## config.mk

```make
export PLATFORM = sky130hd
export DESIGN_NAME = ccff_chain_loader
export DESIGN_NICKNAME = d
export VERILOG_FILES = /design/src/rtl/ccff_chain_loader.sv
export SDC_FILE = /design/constraint.sdc
export NUM_CORES = 1
export LEC_CHECK = 0
export CAP_MARGIN = 20
export CORE_ASPECT_RATIO = 0.7
export CORE_MARGIN = 1.5
export CORE_UTILIZATION = 45
export CTS_CLUSTER_DIAMETER = 30
export DETAILED_ROUTE_END_ITERATION = 6
export HOLD_SLACK_MARGIN = 0.06
export PLACE_DENSITY = 0.71
export SLEW_MARGIN = 10
export SYNTH_ARGS = -nofsm -noshare
export SYNTH_HDL_FRONTEND = slang
export SYNTH_SLANG_ARGS = --single-unit
```

## constraint.sdc

```tcl
create_clock -name prog_clk -period 3.8 [get_ports prog_clk]
set_input_delay 0.57 -clock prog_clk [delete_from_list [all_inputs] [get_ports prog_clk]]
set_output_delay 0.57 -clock prog_clk [all_outputs]
set_load 0.02 [all_outputs]
```

## src/rtl/ccff_chain_loader.sv

```systemverilog
// Configuration-chain loader: serializes valid/ready bitstream words MSB-first onto ccff_head.
// Optional readback of ccff_tail is compiled in with `define CCFF_READBACK_EN.
module ccff_chain_loader #(
    parameter int WORD_W = 8,
    parameter int CNT_W  = 16
) (
    input  logic              prog_clk,
    input  logic              reset_n,
    input  logic              start,
    input  logic [CNT_W-1:0]  chain_len,
    input  logic [WORD_W-1:0] s_data,
    input  logic              s_valid,
    output logic              s_ready,
    output logic              ccff_head,
    output logic              ccff_shift_en,
    input  logic              ccff_tail,
    output logic              busy,
    output logic              done
`ifdef CCFF_READBACK_EN
    ,
    output logic [WORD_W-1:0] rb_data,
    output logic              rb_valid
`endif
);

    localparam int WB_W = $clog2(WORD_W + 1);

    typedef enum logic [1:0] {
        IDLE  = 2'd0,
        LOAD  = 2'd1,
        SHIFT = 2'd2,
        DONE  = 2'd3
    } state_e;

    state_e            state_q, state_d;
    logic [CNT_W-1:0]  rem_q, rem_d;
    logic [WB_W-1:0]   wb_q, wb_d;
    logic [WORD_W-1:0] sr_q, sr_d;
    logic              ready_q, ready_d;
    logic              head_q, head_d;
    logic              shen_q, shen_d;
    logic              busy_q, busy_d;
    logic              done_q, done_d;
    logic              hs_s;
    logic              take_s;
    logic [CNT_W-1:0]  take_rem_s;

    function automatic logic [WB_W-1:0] word_bits(input logic [CNT_W-1:0] rem);
        if (rem >= CNT_W'(WORD_W)) begin
            return WB_W'(WORD_W);
        end else begin
            return WB_W'(rem);
        end
    endfunction

    assign hs_s = s_valid && ready_q;

    // Next-state logic; rem_q/wb_q count bits still to shift including the one on ccff_head.
    always_comb begin
        state_d    = state_q;
        rem_d      = rem_q;
        wb_d       = wb_q;
        sr_d       = sr_q;
        ready_d    = 1'b0;
        head_d     = head_q;
        shen_d     = 1'b0;
        busy_d     = busy_q;
        done_d     = 1'b0;
        take_s     = 1'b0;
        take_rem_s = rem_q;
        case (state_q)
            IDLE: begin
                if (start) begin
                    if (chain_len != {CNT_W{1'b0}}) begin
                        state_d = LOAD;
                        rem_d   = chain_len;
                        busy_d  = 1'b1;
                        ready_d = 1'b1;
                    end else begin
                        state_d = DONE;
                        done_d  = 1'b1;
                    end
                end else begin
                    state_d = IDLE;
                end
            end
            LOAD: begin
                if (hs_s) begin
                    take_s = 1'b1;
                end else begin
                    ready_d = 1'b1;
                end
            end
            SHIFT: begin
                if (rem_q == CNT_W'(1)) begin
                    state_d = DONE;
                    rem_d   = {CNT_W{1'b0}};
                    wb_d    = {WB_W{1'b0}};
                    done_d  = 1'b1;
                    busy_d  = 1'b0;
                end else if (wb_q == WB_W'(1)) begin
                    rem_d      = rem_q - CNT_W'(1);
                    take_rem_s = rem_q - CNT_W'(1);
                    if (hs_s) begin
                        take_s = 1'b1;
                    end else begin
                        state_d = LOAD;
                        wb_d    = {WB_W{1'b0}};
                        ready_d = 1'b1;
                    end
                end else begin
                    head_d  = sr_q[WORD_W-1];
                    sr_d    = {sr_q[WORD_W-2:0], 1'b0};
                    rem_d   = rem_q - CNT_W'(1);
                    wb_d    = wb_q - WB_W'(1);
                    shen_d  = 1'b1;
                    ready_d = (wb_d == WB_W'(1)) && (rem_d > CNT_W'(1));
                end
            end
            DONE: begin
                state_d = IDLE;
                busy_d  = 1'b0;
            end
            default: begin
                state_d = IDLE;
                busy_d  = 1'b0;
            end
        endcase

        // A partial last word only ever shifts its top take_rem_s bits.
        if (take_s) begin
            state_d = SHIFT;
            rem_d   = take_rem_s;
            head_d  = s_data[WORD_W-1];
            sr_d    = {s_data[WORD_W-2:0], 1'b0};
            wb_d    = word_bits(take_rem_s);
            shen_d  = 1'b1;
            ready_d = (wb_d == WB_W'(1)) && (take_rem_s > CNT_W'(1));
        end else begin
            take_rem_s = take_rem_s;
        end
    end

    // State and registered outputs; reset drops ccff_shift_en immediately.
    always_ff @(posedge prog_clk or negedge reset_n) begin
        if (!reset_n) begin
            state_q <= IDLE;
            rem_q   <= {CNT_W{1'b0}};
            wb_q    <= {WB_W{1'b0}};
            sr_q    <= {WORD_W{1'b0}};
            ready_q <= 1'b0;
            head_q  <= 1'b0;
            shen_q  <= 1'b0;
            busy_q  <= 1'b0;
            done_q  <= 1'b0;
        end else begin
            state_q <= state_d;
            rem_q   <= rem_d;
            wb_q    <= wb_d;
            sr_q    <= sr_d;
            ready_q <= ready_d;
            head_q  <= head_d;
            shen_q  <= shen_d;
            busy_q  <= busy_d;
            done_q  <= done_d;
        end
    end

    assign s_ready       = ready_q;
    assign ccff_head     = head_q;
    assign ccff_shift_en = shen_q;
    assign busy          = busy_q;
    assign done          = done_q;

`ifdef CCFF_READBACK_EN
    logic [WORD_W-1:0] rb_acc_q, rb_acc_d;
    logic [WORD_W-1:0] rb_data_q, rb_data_d;
    logic [WB_W-1:0]   rb_cnt_q, rb_cnt_d;
    logic              rb_valid_q, rb_valid_d;
    logic [WORD_W-1:0] rb_word_s;

    // Tail samples are placed left-aligned directly, so a short final word is zero-padded.
    always_comb begin
        rb_acc_d   = rb_acc_q;
        rb_cnt_d   = rb_cnt_q;
        rb_data_d  = rb_data_q;
        rb_valid_d = 1'b0;
        rb_word_s  = rb_acc_q | ({ccff_tail, {(WORD_W-1){1'b0}}} >> rb_cnt_q);
        if (shen_q) begin
            if ((rb_cnt_q == WB_W'(WORD_W - 1)) || (rem_q == CNT_W'(1))) begin
                rb_data_d  = rb_word_s;
                rb_valid_d = 1'b1;
                rb_acc_d   = {WORD_W{1'b0}};
                rb_cnt_d   = {WB_W{1'b0}};
            end else begin
                rb_acc_d = rb_word_s;
                rb_cnt_d = rb_cnt_q + WB_W'(1);
            end
        end else begin
            rb_valid_d = 1'b0;
        end
    end

    // Readback registers.
    always_ff @(posedge prog_clk or negedge reset_n) begin
        if (!reset_n) begin
            rb_acc_q   <= {WORD_W{1'b0}};
            rb_data_q  <= {WORD_W{1'b0}};
            rb_cnt_q   <= {WB_W{1'b0}};
            rb_valid_q <= 1'b0;
        end else begin
            rb_acc_q   <= rb_acc_d;
            rb_data_q  <= rb_data_d;
            rb_cnt_q   <= rb_cnt_d;
            rb_valid_q <= rb_valid_d;
        end
    end

    assign rb_data  = rb_data_q;
    assign rb_valid = rb_valid_q;
`else
    logic unused_tail_s;
    assign unused_tail_s = ccff_tail;
`endif

endmodule
```

# --- After elaboration in Yosys (flattened, before gate mapping) ---
# Index checks and enable logic that the tools add are counted.
totals:
  register_bits: 35
  output_inout_bits: 5
  inputBits: 29
classes:
  mux: 53
  n_addsub: 2
  order_cmp: 3
  eq_ne: 17
  reduce_logical: 14
ops:
  columns: ["operator", "n"]
  rows:
  - ["two-way mux 16 bit", 7]
  - ["> comparator 16 x 1 -> 1 bit (second input constant)", 2]
  - ["two-way mux 8 bit", 4]
  - ["one-hot mux 16 bit (2 select lines)", 1]
  - ["two-way mux 4 bit", 7]
  - ["two-way mux 1 bit", 23]
  - ["== test 16 x 1 -> 1 bit (second input constant)", 1]
  - ["greater-or-equal comparator 16 x 4 -> 1 bit (second input constant)", 1]
  - ["nonzero test 16 bit", 1]
  - ["subtractor 16 x 1 -> 16 bit (second input constant)", 1]
  - ["== test 4 x 1 -> 1 bit (second input constant)", 3]
  - ["two-way mux 2 bit", 6]
  - ["inequality test 4 bit (second input constant)", 3]
  - ["inequality test 2 bit (second input constant)", 5]
  - ["AND reduction 3 bit", 3]
  - ["inequality test 3 bit (second input constant)", 2]
  - ["one-hot mux 1 bit (3 select lines)", 2]
  - ["one-hot mux 2 bit (3 select lines)", 1]
  - ["nonzero test 3 bit", 2]
  - ["== test 2 bit (second input constant)", 2]
  - ["one-hot mux 1 bit (2 select lines)", 2]
  - ["AND reduction 4 bit", 1]
  - ["nonzero test 4 bit", 1]
  - ["subtractor 4 x 1 -> 4 bit (second input constant)", 1]
  - ["5 further kinds", 7]

# --- Depth between registers and ports, before layout ---
logic_depth:
  depth_word: 10
  depth_mapped: 12
  mapped_depth_nobuf: 9

# --- Least setup slack after synthesis ---
# No wires, ideal clock.
synth_path:
  path_type: "reg-to-reg"
  start: "reg rem_q[0]"
  end: "reg wb_q[3]"
  required_ps: 3679
  t_arrival_ps: 2861
  stages_incl_launch_ff: 9
  path_slack_ps: 818
  setup_time_ps: 121
  n_path_buf: 1
  path_cell_list: "dfrtp_1 -> buf_6 -> or3_4 -> or4b_1 -> a31oi_1 -> nor3_1 -> or4_1 -> or4_4 -> a22o_1"
synth_via:
  elab_chain_len: 8
  word_cells_on_any_way: 16
  cone_classes: "1 x add/sub; 1 x order compare; 2 x eq/ne; 10 x mux; 2 x reduce/logical"
synth_lines:
  columns: ["item", "line_no", "rtl"]
  rows:
  - ["start, declared", "36", "logic [CNT_W-1:0] rem_q, rem_d;"]
  - ["start signal, assigned", "148", "rem_q <= {CNT_W{1'b0}};"]
  - ["start signal, assigned", "158", "rem_q <= rem_d;"]
  - ["subtractor 16 x 1 -> 16 bit", "103", "take_rem_s = rem_q - CNT_W'(1);"]
  - ["two-way mux 16 bit", "101", "end else if (wb_q == WB_W'(1)) begin"]
  - ["two-way mux 16 bit", "95", "if (rem_q == CNT_W'(1)) begin"]
  - ["two-way mux 16 bit", "71", "case (state_q)"]
  - ["greater-or-equal comparator 16 x 4 -> 1 bit", "49", "if (rem >= CNT_W'(WORD_W)) begin"]
  - ["two-way mux 4 bit", "49", null]
  - ["two-way mux 4 bit (2 in series)", "131", "if (take_s) begin"]
  - ["end signal, assigned", "149", "wb_q <= {WB_W{1'b0}};"]
  - ["end signal, assigned", "159", "wb_q <= wb_d;"]
  - ["end, declared", "37", "logic [WB_W-1:0] wb_q, wb_d;"]
# Several ways; a longest one is shown, not always the timed one. The select of a mux whose other input is x is not followed.
# A chain may end at the register's enable or synchronous reset.

# --- Worst setup path in the final report ---
layout_path:
  start: "reg rem_q[1]"
  end: "reg rem_q[4]"
layout_via:
  elab_chain_len: 5
  word_cells_on_any_way: 14
  cone_classes: "1 x add/sub; 3 x eq/ne; 8 x mux; 2 x reduce/logical"
layout_lines:
  columns: ["item", "line_no"]
  rows:
  - ["subtractor 16 x 1 -> 16 bit or == test 16 x 1 -> 1 bit (tied branches)", null]
  - ["two-way mux 16 bit or two-way mux 1 bit (tied branches)", "101, 95"]
  - ["two-way mux 16 bit or one-hot mux 1 bit (2 select lines) (tied branches)", "95, 71"]
  - ["two-way mux 16 bit (tied with other cells)", "71"]
  - ["two-way mux 16 bit or AND reduction 3 bit (tied branches)", null]
# Several ways; a longest one is shown, not always the timed one.

==> flow_summary.toml <==
[routing]
num_vias = 3366
drc_errors = 0
wl_um = 9990
drt-wirelength-per-cell_um = 19.8
postRouteAntennaNets = 0
via_per_inst = 6.67
drt_first_iter_violations = 407
drtPass1Iterations = 7

[grt]
grt_first_pass_wirelength_um = 16100
grtUsageTotal = 0.291
antenna_found_initial = 0
grt-ovfl-total = 0
grt_max_degree = 35
grt_pass1_vias = 2979

[setup_path]
worstRegToRegCells = 9
cpPeakStageDelay_ns = 0.52
startpoint_type = "flop"
crit_path_end_kind = "flop"
arrival_ns = 3.72
startpoint = "rem_q[1]"
critPathMaxFanout = 9
crit_top_cell = "nor2_1"
critPathSlowestCell = "and4_1"
crit_chain = "inv_1, ha_1, nor4b_1, and4_1, nor2_1, o21a_1, nor2_1, a21oi_1, a221o_1"
r2r_start = "rem_q[1]"
critPathRequiredTime_ns = 3.99
critical_path_class = "flop to flop"

[synthesis]
yosysTopAreaCellShare = 0.283
synth-seq-cells = 34
avgSynthCellArea_um2 = 7.66
synthFlopType = "dfrtp_1"
synth_area_leaders = "dfrtp_1 28%, o21ai_0 7.2%, nand2_1 5.4%, ha_1 5.0%, a21oi_1 4.2%"
yosysWarnings = 0
syn_inst = 392
syn_area_mm2 = 0.00300
seq_area_frac_synth = 0.283
synth-edff-count = 0
yosysTopAreaCell = "dfrtp_1"
synth_fp_nets = 433
async_flop_share = 1.00
synth_cell_types = 63

[timing]
setup_tns_ns = 0
max_freq_mhz = 283
period_minus_slack_ns = 3.53
fin_hold_ws_ns = 0.357
fin_crit_sh = 0.929
slew_headroom = 0.422
rsz0062_at_grt = "no"
final_max_slew_viol_count = 0
finalHoldViolCount = 0
tightest_slew_ns = 0.857
setup_viol_count_final = 0
final.setup_skew_ns = 0.00818

[place]
portBuffers = 32
gp_congestion = 1.06
hpwl_um = 7290
dpl-instance-area_mm2 = 0.00342
dp_cells = 497

[pwr]
total_power_uw = 2640
p_leak_uw = 0.00135
irDropWorstVdd_v = 0.000391
power_density_mw_per_mm2 = 750

[final_layout]
layout_commonest_cell = "nand2_1"
nNetsFinal = 454
drive_gt1_frac = 0.0870
instances_no_fill = 505
layout_common_cells = "43 x nand2_1, 42 x o21ai_0, 34 x dfrtp_1, 31 x clkdlybuf4s50_1"
finalInstanceArea_mm2 = 0.00351
area_delta_synth_final_pct = 17.0
num_antenna_cells = 0

[floorplan]
start_util = 0.474
fp.dieH_um = 71.4
die_area_mm2 = 0.00718
rows = 24
ioPinCount = 34
fp.coreArea_mm2 = 0.00634
die_x_um = 101

[clocking]
clk_pin_slew_ns = 0.08
cts_tree = "yes"
postCtsResizedCells = 0
clkLatencyLatePin_ns = 0.30
root_buffer = "clkbuf_8"
post_cts_buffers = 0
clock_path_buffers = 2
hold_buffers = 0
numCtsBuffers = 5
h-tree-depth = 2
cts.sinks = 34

[flow_run]
maxCapViolCount = 0

[worst_hold_path]
hp-class = "primary input to asynchronous set/reset pin"

[status]
outcome = "complete, no violations"
==> cells in the mapped netlist (4+ instances only) <==
library cell and instances:
nand2_1 43, o21ai_0 43, dfrtp_1 34, clkbuf_1 29
a21oi_1 25, nor2_1 25, nor4_1 18, nor3_1 17
ha_1 12, nand3_1 9, or3_1 9, a31oi_1 8
mux2i_1 8, inv_1 7, xnor2_1 7, a22o_1 6
a22oi_1 6, nand4_1 6, o31ai_1 5, a221oi_1 4
o22ai_1 4
==> state kept, by name, indices dropped and copies added (netlist names) <==
name and cells:
ccff_shift_en 1, state_q 2, done 1, rem_q 16
ccff_head 1, s_ready 1, wb_q 4, sr_q 7
busy 1
==> path summary, 6_finish.rpt <==
path / slack [ns] / endpoint
max: 0.27 / rem_q[4]
min: 0.36 / rem_q[7]
max reg2reg: 0.27 / rem_q[4]
min reg2reg: 0.50 / busy
max in group asynchronous: 2.93 / sr_q[4]
min in group prog_clk: 0.50 / busy
==> metrics by stage <==
| step | setup slack (ns) | util |
|---|---|---|
| global placement | 0.518 | 0.540 |
| finish | 0.270 | 0.555 |
| detailed placement | 0.518 | 0.540 |
| floorplan | 0.818 | - |
| global route | 0.278 | 0.555 |
| CTS | 0.504 | 0.555 |
==> cells by family (layout without fill, tap and decap cells) <==
family          after synthesis  after routing  share of synthesized area
mux                           8              8                     0.0267
buf+inv                      45             67                     0.0612
flops                        34             34                      0.283
fa+ha+maj                    12             12                     0.0500
compound gates              129            129                      0.275
simple gates                154            154                      0.274
xor+xnor                     10             10                     0.0292
==> routing by layer <==
layer / part of all wire / wire (um) / up-vias / GRT usage
met2: 0.39 / 3900 / 229 / 0.386
met3: 0.13 / 1250 / 42 / 0.0654
met4: 0.032 / 320 / 2 / 0.103
met5: 0.0015 / 15 / - / 0
li1: - / - / 1520 / -
met1: 0.45 / 4500 / 1573 / 0.455
==> worst max-delay path: cells and delay by family, from the launching register on <==
family	cells	cell delay, ns
AO/OA/AOI/OAI	3	0.89
adder cells (fa/ha/maj)	1	0.17
buffers and inverters	1	0.16
flip-flops	1	0.46
AND/OR/NAND/NOR	4	1.73
==> power by group <==
part           internal (uW)  switching, uW
Combinational            617            885
Clock                    147            153
Sequential               537            297
Total                   1300           1340
==> cell type report <==
class | count | area, um^2
Clock buffer | 7 | 86.3
Clock inverter | 1 | 5.00
Fill cell | 578 | 2820
Inverter | 8 | 30.0
Multi-Input combinational cell | 313 | 1970
Sequential cell | 34 | 851
Tap cell | 91 | 114
Timing Repair Buffer | 51 | 458
Note: power is estimated with default switching activity, not from simulation.
